## config.mk

```make
export PLATFORM = sky130hd
export DESIGN_NAME = reg_idx_decoder
export DESIGN_NICKNAME = d
export VERILOG_FILES = /design/src/rtl/maverickOne_pkg.sv /design/src/rtl/reg_grant_checker_reg_idx_decoder.sv
export SDC_FILE = /design/constraint.sdc
export NUM_CORES = 1
export LEC_CHECK = 0
export CAP_MARGIN = 20
export CORE_MARGIN = 2
export CORE_UTILIZATION = 27
export DETAILED_ROUTE_END_ITERATION = 10
export GPL_TIMING_DRIVEN = 0
export PLACE_DENSITY = 0.9
export SLEW_MARGIN = 20
export SYNTH_ARGS = -nofsm -noshare
export SYNTH_HDL_FRONTEND = slang
export SYNTH_SLANG_ARGS = --single-unit
```

## constraint.sdc

```tcl
create_clock -name vclk -period 1.91
set_input_delay 0.382 -clock vclk [all_inputs]
set_output_delay 0.382 -clock vclk [all_outputs]
set_load 0.005 [all_outputs]
```

## src/rtl/maverickOne_pkg.sv

```systemverilog
// maverickOne_pkg: shared register-file sizing and vector typedefs
package maverickOne_pkg;
    localparam int NUM_REGS = 64;
    typedef logic [NUM_REGS-1:0] reg_vec_t;
    typedef logic [$clog2(NUM_REGS)-1:0] reg_idx_t;
endpackage

```

## src/rtl/reg_grant_checker_reg_idx_decoder.sv

```systemverilog
// reg_idx_decoder: destination index to one-hot lock bit; x0 never gets locked
module reg_idx_decoder
    import maverickOne_pkg::*;
#(
    parameter int NR = NUM_REGS
) (
    input  logic [$clog2(NR)-1:0] idx_i,
    output logic [NR-1:0]         onehot_o
);
    localparam logic [NR-1:0] ONE = {{(NR-1){1'b0}}, 1'b1};

    assign onehot_o = (ONE << idx_i) & ~ONE;
endmodule

```

# ---- Word-level counts from Yosys, hierarchy flattened
# Cells that the tools add are included.
dict set report word_totals {
  wordCells 1
  inputBits 6
  reg_bits 0
  output_inout_bits 64
}
dict set report classes {
  shift 1
}
# operator count
set op_table {}
lappend op_table {{<< shifter 1 x 6 -> 64 bit (first input constant)} 1}

# ---- Longest topological paths before layout
# Gate-level depths: netlist (run 1).
dict set report depth {
  word_depth 1
  mapped_depth 4
  mapped_depth_nobuf 2
}

# ---- Least setup slack after synthesis (run 1)
# Ideal clock, no wire load.
dict set report synth_path {
  path_kind {input to output}
  start {in idx_i[3]}
  end {out onehot_o[16]}
  arrival_ps 1195
  stages 3
  setup_slack_ps 333
  n_path_buf 1
  t_required_ps 1528
  cell_sequence {clkbuf_1 or4_4 nor2_1}
}
dict set report synth_via {
  elab_chain_len 1
}
# element line_no
set synth_rtl {}
lappend synth_rtl {{start, declared} reg_grant_checker_reg_idx_decoder.sv:7} ;# input logic [$clog2(NR)-1:0] idx_i,
lappend synth_rtl {{<< shifter 1 x 6 -> 64 bit} reg_grant_checker_reg_idx_decoder.sv:12} ;# assign onehot_o = (ONE << idx_i) & ~ONE;
lappend synth_rtl {{end, declared} reg_grant_checker_reg_idx_decoder.sv:8} ;# output logic [NR-1:0] onehot_o
# No other way between the ends.

# ---- Final worst setup path (run 1)
dict set report layout_path {
  start {in idx_i[5]}
  end {out onehot_o[1]}
}
# The elaborated chain is that of the path after synthesis.

==> results of run 1 <==
stage by stage:
stage               util, %  total power [mW]  instance area, µm²
finish                 81.5             0.166                1380
global route           81.5             0.175                1380
CTS                    77.3             0.143                1310
detailed placement     70.4             0.113                1190
global placement       70.4             0.111                1190
floorplan                 -            0.0568                 478
logic make-up after synthesis:
family,count (synthesis),synth area share [%]
buf+inv,12,10.7
other cells,1,0.785
simple gates,83,88.5
per-layer routing:
| layer | up-vias | GRT usage (%) | routed length (µm) |
|---|---|---|---|
| met1 | 482 | 32.4 | 1220 |
| met3 | 0 | 0.392 | 177 |
| met2 | 54 | 46.9 | 1650 |
| li1 | 467 | - | - |
| met5 | - | 0 | 0 |
| met4 | 0 | 0 | 0 |
power by group:
part	leakage, nW	switching, mW	internal, mW
registers	0	0	0
logic	0.822	0.0820	0.0837
clock network	0	0	0
critical path, cell delays in order:
cell and delay, ps:
buf_6 120, or4b_4 550, nor2_2 120, clkdlybuf4s50_1 500
area by class of cell:
cell class                 count  area (µm²)  share of cell area (%)
buffer                         9         113                    8.18
multi-input combinational     84         547                    39.7
tap                           17        21.3                    1.55
timing repair buffer          82         696                    50.5
synth_stat cells (all sizes together):
library cell / n / area (µm²)
nor2: 63 / 236
nand2: 1 / 3.75
nand2b: 2 / 12.5
nand4: 1 / 6.26
or4b: 4 / 43.8
clkbuf: 9 / 33.8
nand4bb: 6 / 67.6
buf: 3 / 17.5
conb: 1 / 3.75
or2: 1 / 6.26
or4: 1 / 11.3
nand4b: 4 / 35.0
path summary, 6_finish.rpt:
check | from | end | slack (ps)
setup / recovery | idx_i[5] | onehot_o[1] | -150
hold / removal | idx_i[5] | onehot_o[51] | 1180
what timing repair did:
item / in CTS / in global routing
setup buffers: 9 / 2
resized for setup: 132 / 37
cloned: 2 / 0
hold buffers: 0 / 0
endpoints found under the setup margin: 63 / 26
pin swaps: 14 / 9
==> impl_metrics.json, run 1 <==
{
  "status": "complete, but fails checks",
  "failed_checks": "negative setup slack",
  "nFlopsAndLatches": 0,
  "synth_cell_types": 14,
  "die_area_mm2": 0.00212,
  "ys_seq_area_share_pct": 0,
  "n_fill_cell": 115,
  "seqCellArea_um2": 0,
  "antenna_cells": 0,
  "fin_crit_ps": 2060,
  "avgSynthCellArea_um2": 4.98,
  "dp.cells": 182,
  "fin_cells": 192,
  "rsz0062_at_grt": "true",
  "gp_congestion": 0.746,
  "overflow": 0,
  "crit_arrival_ps": 1670,
  "holdWs_ps": 1180,
  "grt_max_degree": 11,
  "num_vias": 1003,
  "die_height_um": 46.1,
  "maxCapViolCount": 0,
  "drt_iter0_markers": 22,
  "end_kind": "output port",
  "drive_above_1_share_pct": 38.3,
  "fin_ws_ps": -145,
  "fin_crit_sh_pct": 108,
  "die_x_um": 46.1,
  "cp_max_fo": 7,
  "avgViaCountPerCell": 5.22,
  "min_path_cells": 4,
  "finalMaxSlewViolations": 0,
  "leakage_nw": 0.822,
  "drc": 0,
  "final_hold_viol_count": 0,
  "powerDensity_mw_per_mm2": 120,
  "drt_first_pass_iters": 4,
  "grtUsageTotal_pct": 24.6,
  "initial_utilization_pct": 28.3,
  "clockBufferCount": 0,
  "row_count": 15,
  "num_io_pins": 70,
  "grt_pass1_wl_um": 3910,
  "pre_cts_slack_ps": -779,
  "finalSetupViolations": 11,
  "min_path_type": "primary input to output port",
  "setup_tns_ps": -730,
  "dp_hpwl_um": 1880,
  "syn_area_um2": 478,
  "crit_path_start_kind": "primary input",
  "wl_per_cell_um": 15.9,
  "grt_pass1_vias": 802,
  "final_cell_mix": "nor2_1 (51), dlygate4sd2_1 (28), buf_4 (14)",
  "antenna_left": 0,
  "clock.fmax_mhz": 487,
  "antenna_found_initial": 0,
  "crit_type": "primary input to output port",
  "worstPathRequired_ps": 1530,
  "synth_fp_nets": 102,
  "nets": 183,
  "core_mm2": 0.00169,
  "final_common_cell": "nor2_1",
  "wl_um": 3050,
  "synth_warnings": 0,
  "vdd_ir_drop_max_mv": 0.114,
  "io_buffers": 69,
  "synthCells": 96,
  "area_growth_pct": 188
}
Note: power is estimated with default switching activity, not from simulation.
==> run 2: changes to the inputs <==
--- a/config.mk
+++ b/config.mk
@@ -9,7 +9,6 @@
 export CORE_MARGIN = 2
 export CORE_UTILIZATION = 27
 export DETAILED_ROUTE_END_ITERATION = 10
-export GPL_TIMING_DRIVEN = 0
 export PLACE_DENSITY = 0.9
 export SLEW_MARGIN = 20
 export SYNTH_ARGS = -nofsm -noshare
==> impl_metrics.json, run 2 (synthesized netlist as in run 1, its figures left out) <==
{
  "status": "complete, but fails checks",
  "failed_checks": "negative setup slack",
  "fin_cells": 205,
  "fin_ws_ps": -39.1,
  "overflow": 0,
  "worstPathCellList": "buf_2 -> buf_6 -> nand4b_1 -> nor2_1 -> clkdlybuf4s50_1",
  "power_uw": 217,
  "cp_max_fo": 7,
  "cp.depth": 5,
  "nets": 196,
  "fin_crit_ps": 1950,
  "wl_um": 4180,
  "path_buf_inv": 3,
  "antenna_left": 0,
  "worstPathRequired_ps": 1530,
  "dp.cells": 183,
  "crit_arrival_ps": 1570,
  "nFlopsAndLatches": 0,
  "seqCellArea_um2": 0,
  "cts_hold_buf": 0,
  "io_buffers": 69,
  "num_vias": 1199,
  "n_fill_cell": 64,
  "drc": 0,
  "grt_pass1_wl_um": 4770,
  "leakage_nw": 0.872,
  "crit_family": "buffers and inverters",
  "die_x_um": 46.1,
  "cp-endpoint": "onehot_o[59]",
  "final_common_cell": "nor2_1",
  "grt_pass1_vias": 963,
  "grtUsageTotal_pct": 30.0,
  "slowest_delay_ps": 550,
  "end_kind": "output port",
  "dp_hpwl_um": 1840,
  "fin_crit_sh_pct": 102,
  "num_io_pins": 70,
  "fin_util_pct": 91.9,
  "wl_per_cell_um": 20.4,
  "final_cell_mix": "nor2_1 (48), dlygate4sd2_1 (34), buf_2 (21)",
  "pre_cts_slack_ps": -715,
  "multi_input_area_um2": 627,
  "core_mm2": 0.00169,
  "powerDensity_mw_per_mm2": 140,
  "vdd_ir_drop_max_mv": 0.134,
  "drt_first_pass_iters": 4,
  "min_path_type": "primary input to output port",
  "finalSetupViolations": 5,
  "crit_type": "primary input to output port",
  "gp_congestion": 0.688,
  "crit_path_start_kind": "primary input",
  "drive_above_1_share_pct": 46.8,
  "area_growth_pct": 225,
  "maxCapViolCount": 0,
  "finalMaxSlewViolations": 0,
  "die_area_mm2": 0.00212,
  "final_hold_viol_count": 0,
  "avgViaCountPerCell": 5.85,
  "rsz0062_at_grt": "true",
  "initial_utilization_pct": 28.3,
  "row_count": 15,
  "grt_max_degree": 14,
  "drt_iter0_markers": 79,
  "antenna_cells": 0,
  "die_height_um": 46.1,
  "startpoint": "idx_i[2]",
  "slowest_stage": "clkdlybuf4s50_1",
  "antenna_found_initial": 0,
  "clockBufferCount": 0,
  "clock.fmax_mhz": 513
}
-- run 2: cell count changes in the layout (fill, tap and decap cells not counted), sizes merged --
| cell | delta |
|---|---|
| buf | +26 |
| clkdlybuf4s50 | -8 |
| clkbuf | -11 |
| or2 | +1 |
| clkdlybuf4s15 | +3 |
| dlygate4sd2 | +6 |
| dlymetal6s2s | -4 |
-- run 2: worst min-delay path by stage --
stage | startpoint | end | slack, ps | depth (start not counted)
floorplan | idx_i[3] | onehot_o[20] | 920 | 2
global placement | idx_i[0] | onehot_o[63] | 1970 | 5
detailed placement | idx_i[2] | onehot_o[63] | 1970 | 5
CTS | idx_i[4] | onehot_o[4] | 1260 | 4
global route | idx_i[3] | onehot_o[2] | 1170 | 4
finish | idx_i[3] | onehot_o[2] | 1150 | 4
-- run 2: power by group --
group | internal (mW) | total [mW] | switching [mW] | leakage [nW]
logic | 0.111 | 0.217 | 0.106 | 0.872
clock network | 0 | 0 | 0 | 0
registers | 0 | 0 | 0 | 0
-- run 2: per-stage QoR --
step                setup TNS, ps  hold slack, ps  cell area, µm²
floorplan                       0             917             478
global placement           -28030            1970            1270
detailed placement         -30130            1970            1270
CTS                         -46.8            1260            1440
global route                 -279            1170            1550
finish                       -125            1150            1550
-- run 2: timing repair --
action / 4_1_cts / 5_1_grt
setup buffers: 14 / 5
pin swaps: 23 / 17
cloned: 5 / 0
setup endpoints to repair: 63 / 25
resized for setup: 157 / 29
-- run 2: area by class of cell --
type,count,share of cell area [%]
tap,17,1.37
multi-input combinational,85,40.4
timing repair buffer,103,58.3
-- run 2: routing by layer --
| layer | up-vias | global-route usage (%) | part of all wire, % |
|---|---|---|---|
| met5 | - | 0 | 0 |
| met4 | 0 | 5.71 | 3.9 |
| met3 | 23 | 2.75 | 10 |
| met2 | 115 | 54.4 | 50 |
| met1 | 564 | 38.2 | 36 |
| li1 | 497 | - | - |
